[src/rtl/sub16u_apx_pipe.sv]
// Two-stage handshaked approximate 16-bit unsigned subtractor. The low three result bits pass A through.
// Optional error monitor (err_mag, err_cnt) is built when SUB16U_ERRMON_EN is defined.
module sub16u_apx_pipe (
  input  logic        clk,
  input  logic        rst,
  input  logic        in_valid,
  output logic        in_ready,
  input  logic [15:0] A,
  input  logic [15:0] B,
  output logic        out_valid,
  input  logic        out_ready,
  output logic [16:0] O
`ifdef SUB16U_ERRMON_EN
  ,
  output logic [2:0]  err_mag,
  output logic [15:0] err_cnt
`endif
);

  logic        r_s1_valid;
  logic [5:0]  r_s1_a_hi;
  logic [5:0]  r_s1_b_hi;
  logic [9:0]  r_s1_o_lo;
  logic        r_s1_borrow;
  logic        r_s2_valid;
  logic [16:0] r_s2_o;

  logic        w_s2_load;
  logic        w_s1_adv;
  logic        w_accept;
  logic [7:0]  w_lo_diff;
  logic [6:0]  w_hi_diff;

  assign w_s2_load = !r_s2_valid || out_ready;
  assign w_s1_adv  = w_s2_load;
  assign in_ready  = !rst && (!r_s1_valid || w_s1_adv);
  assign w_accept  = in_valid && in_ready;

  // Bit 7 of the low difference is the borrow out of result bit 9.
  assign w_lo_diff = {1'b0, A[9:3]} - {1'b0, B[9:3]};
  assign w_hi_diff = {1'b0, r_s1_a_hi} - {1'b0, r_s1_b_hi} - {6'b0, r_s1_borrow};

  always_ff @(posedge clk) begin
    if (rst) begin
      r_s1_valid  <= 1'b0;
      r_s1_a_hi   <= '0;
      r_s1_b_hi   <= '0;
      r_s1_o_lo   <= '0;
      r_s1_borrow <= 1'b0;
    end else begin
      if (in_ready) r_s1_valid <= in_valid;
      if (w_accept) begin
        r_s1_a_hi   <= A[15:10];
        r_s1_b_hi   <= B[15:10];
        r_s1_o_lo   <= {w_lo_diff[6:0], A[2:0]};
        r_s1_borrow <= w_lo_diff[7];
      end
    end
  end

  // O only changes when a real result moves in, so it holds while stalled.
  always_ff @(posedge clk) begin
    if (rst) begin
      r_s2_valid <= 1'b0;
      r_s2_o     <= '0;
    end else if (w_s2_load) begin
      r_s2_valid <= r_s1_valid;
      if (r_s1_valid) r_s2_o <= {w_hi_diff, r_s1_o_lo};
    end
  end

  assign out_valid = r_s2_valid;
  assign O         = r_s2_o;

`ifdef SUB16U_ERRMON_EN
  logic [2:0]  r_s1_err;
  logic [2:0]  r_s2_err;
  logic [15:0] r_err_cnt;

  always_ff @(posedge clk) begin
    if (rst) begin
      r_s1_err  <= '0;
      r_s2_err  <= '0;
      r_err_cnt <= '0;
    end else begin
      if (w_accept) r_s1_err <= B[2:0];
      if (w_s2_load && r_s1_valid) r_s2_err <= r_s1_err;
      if (r_s2_valid && out_ready && (r_s2_err != 3'd0) && (r_err_cnt != 16'hFFFF)) begin
        r_err_cnt <= r_err_cnt + 16'd1;
      end
    end
  end

  assign err_mag = r_s2_err;
  assign err_cnt = r_err_cnt;
`else
  logic w_unused_b_lo;
  assign w_unused_b_lo = ^B[2:0];
`endif

endmodule
[config.mk]
export PLATFORM = sky130hd
export DESIGN_NAME = sub16u_apx_pipe
export DESIGN_NICKNAME = d
export VERILOG_FILES = /design/src/rtl/sub16u_apx_pipe.sv
export SDC_FILE = /design/constraint.sdc
export NUM_CORES = 1
export LEC_CHECK = 0
export CORE_MARGIN = 2
export CORE_UTILIZATION = 52
export DETAILED_ROUTE_END_ITERATION = 10
export PLACE_DENSITY = 0.89
export SYNTH_ARGS = -nofsm -noshare
export SYNTH_HDL_FRONTEND = slang
export SYNTH_SLANG_ARGS = --single-unit
export TNS_END_PERCENT = 5
[constraint.sdc]
create_clock -name clk -period 5.7 [get_ports clk]
set_input_delay 1.14 -clock clk [delete_from_list [all_inputs] [get_ports clk]]
set_output_delay 1.14 -clock clk [all_outputs]
set_load 0.02 [all_outputs]
==> qor.yml <==
via_count: 1922
fin_nets: 364
wire_per_inst_um: 13.1
fmax_mhz: 266
antenna_found_initial: 0
drtPass1Iterations: 4
ys.flop_type: "dfxtp_1"
cp_common_cell: "clkdlybuf4s50_1"
seq_area_frac_synth: 0.382
layout-area-overhead-vs-synth_pct: 28.3
place.gp.congestion: 0.763
end_kind: "output port"
grt_max_degree: 49
rows: 23
critPathLaunch: "rst"
worstReg2RegEnd: "O[16]"
critical-path-max-stage-delay_ns: 0.55
n_antenna_cell: 0
drtIter0Drc: 155
fin_crit_ns: 3.76
avgSynthCellArea_um2: 8.34
dp_hpwl_um: 3490
h-tree-depth: 2
reg2reg_slack_ns: 3.38
hold_viol_final: 0
status: "completed"
core_area_um2: 4030
postCtsSetupRepairBufs: 0
cts_hold_buf: 0
relSlewSlack: 0.395
via_per_inst: 5.32
clock_path_buffers: 2
async_reset_ff_frac: 0
drv_slew: 0
crit_path_cell_trace: "clkdlybuf4s50_1, buf_4, nor2_1, clkdlybuf4s50_1"
root_buffer: "clkbuf_8"
rsz0062_at_grt: "false"
total_power_mw: 0.738
worst_slew_pin_slew_ns: 0.905
grt_usage: 0.205
ir_drop_mv: 0.131
hold_ws_ns: 0.449
syn_inst: 264
finalCritPeriodShare: 0.659
ant_nets: 0
dieArea_um2: 4770
hold_class: "reg2reg"
portBuffers: 51
wirelength_um: 4740
initial_core_util: 0.546
arrival_ns: 2.62
gr-total-overflow: 0
yosys_warnings: 0
cts_resized: 0
fin_setup_tns_ns: 0
finalSetupViolCount: 0
rr_startpoint: "r_s1_a_hi[0]"
p_leak_nw: 1.10
drc: 0
crit_required_ns: 4.56
clk_pin_slew_ns: 0.08
yosysUniqueCellTypes: 42
grt_pass1_vias: 1887
synth_edf_count: 0
cts_tree: "built"
numCtsBuffers: 5
seq_area_um2: 841
syn-cell-area_um2: 2200
layout_commonest_cell: "clkdlybuf4s50_1"
grt_pass1_wl_um: 8180
dieHeight_um: 69.1
clock_sinks: 42
drive_above_1_share: 0.0482
nFillCells: 346
start_kind: "input pin"
critPathMaxFanout: 47
die_w_um: 69.1
mostFrequentLayoutCells: "clkdlybuf4s50_1, nand2_1, dfxtp_1"
cp_slowest_cell: "clkdlybuf4s50_1"
io_pins: 55
path_class: "in2out"
maxCapViolCount: 0
ys_seq_elements: 42
syn-num-nets: 318
finClkSkew_ns: 0.00739
reg2regPathDepth: 6
endpoint: "in_ready"
worstSkewPairLatency_ns: 0.29
multiInputGateArea_um2: 1180
power.density_nw_per_um2: 262
-- synthesized netlist by cell type, drive strengths merged (3+ instances only) --
master | number | area (um^2)
inv | 29 | 109
or3 | 3 | 18.8
nor2 | 14 | 60.1
fa | 3 | 60.1
nand2b | 16 | 103
clkbuf | 3 | 11.3
o21ai | 15 | 75.1
nand3 | 4 | 20.0
a311oi | 4 | 35.0
ha | 15 | 188
o31ai | 8 | 60.1
a211oi | 4 | 30.0
a21oi | 18 | 90.1
nand3b | 3 | 22.5
nand2 | 44 | 165
dfxtp | 42 | 841
buf | 10 | 56.3
-- area by class of cell --
| cell class | count | share of cell area |
|---|---|---|
| Clock inverter | 3 | 0.0142 |
| Multi-Input combinational cell | 180 | 0.419 |
| Timing Repair Buffer | 52 | 0.184 |
| Sequential cell | 42 | 0.298 |
| Clock buffer | 5 | 0.0244 |
| Tap cell | 50 | 0.0222 |
| Inverter | 29 | 0.0386 |
-- per-layer routing --
metal	routed length (um)	vias up	GRT usage
li1	-	991	-
met2	2360	52	0.348
met5	0	-	0
met4	51	0	0.0828
met1	2140	873	0.258
met3	191	6	0.0336
-- critical path: cells and delay by family --
kind / cells / cell delay (ns)
buf+inv: 3 / 1.38
simple gates: 1 / 0.09
-- power breakdown --
group | switching, mW | internal (mW)
Sequential | 0.0128 | 0.316
Combinational | 0.0937 | 0.0864
Clock | 0.101 | 0.129
Total | 0.208 | 0.531
-- flip-flops by register name, indices dropped and copies added, names as in the netlist --
name         cells
r_s1_a_hi        6
out_valid        1
r_s1_borrow      1
r_s1_b_hi        6
r_s1_valid       1
O               17
r_s1_o_lo       10
-- metrics by stage --
step / instance area, um^2 / utilization / instances / setup slack (ns)
floorplan: 2200 / - / 264 / 2.63
global placement: 2710 / 0.674 / 353 / 1.96
detailed placement: 2710 / 0.674 / 353 / 1.94
CTS: 2820 / 0.701 / 361 / 1.93
global route: 2820 / 0.701 / 361 / 1.85
finish: 2820 / 0.701 / 361 / 1.94
-- worst min-delay path by stage --
stage / end / slack (ns) / from / depth (start not counted)
after global placement: O[7] / 0.44 / r_s1_o_lo[7] / 2
after global routing: O[3] / 0.48 / O[3] / 2
after floorplan: O[7] / 0.43 / r_s1_o_lo[7] / 2
after CTS: O[4] / 0.45 / r_s1_o_lo[4] / 2
after detailed placement: O[2] / 0.45 / O[2] / 2
final: O[4] / 0.45 / r_s1_o_lo[4] / 2
-- cell families after synthesis --
| kind of cell | share of synthesized area |
|---|---|
| AO/OA/AOI/OAI | 0.196 |
| buffers and inverters | 0.0802 |
| adder cells (fa/ha/maj) | 0.113 |
| AND/OR/NAND/NOR | 0.226 |
| XOR/XNOR | 0.00398 |
| flip-flops | 0.382 |
Note: power is estimated with default switching activity, not from simulation.
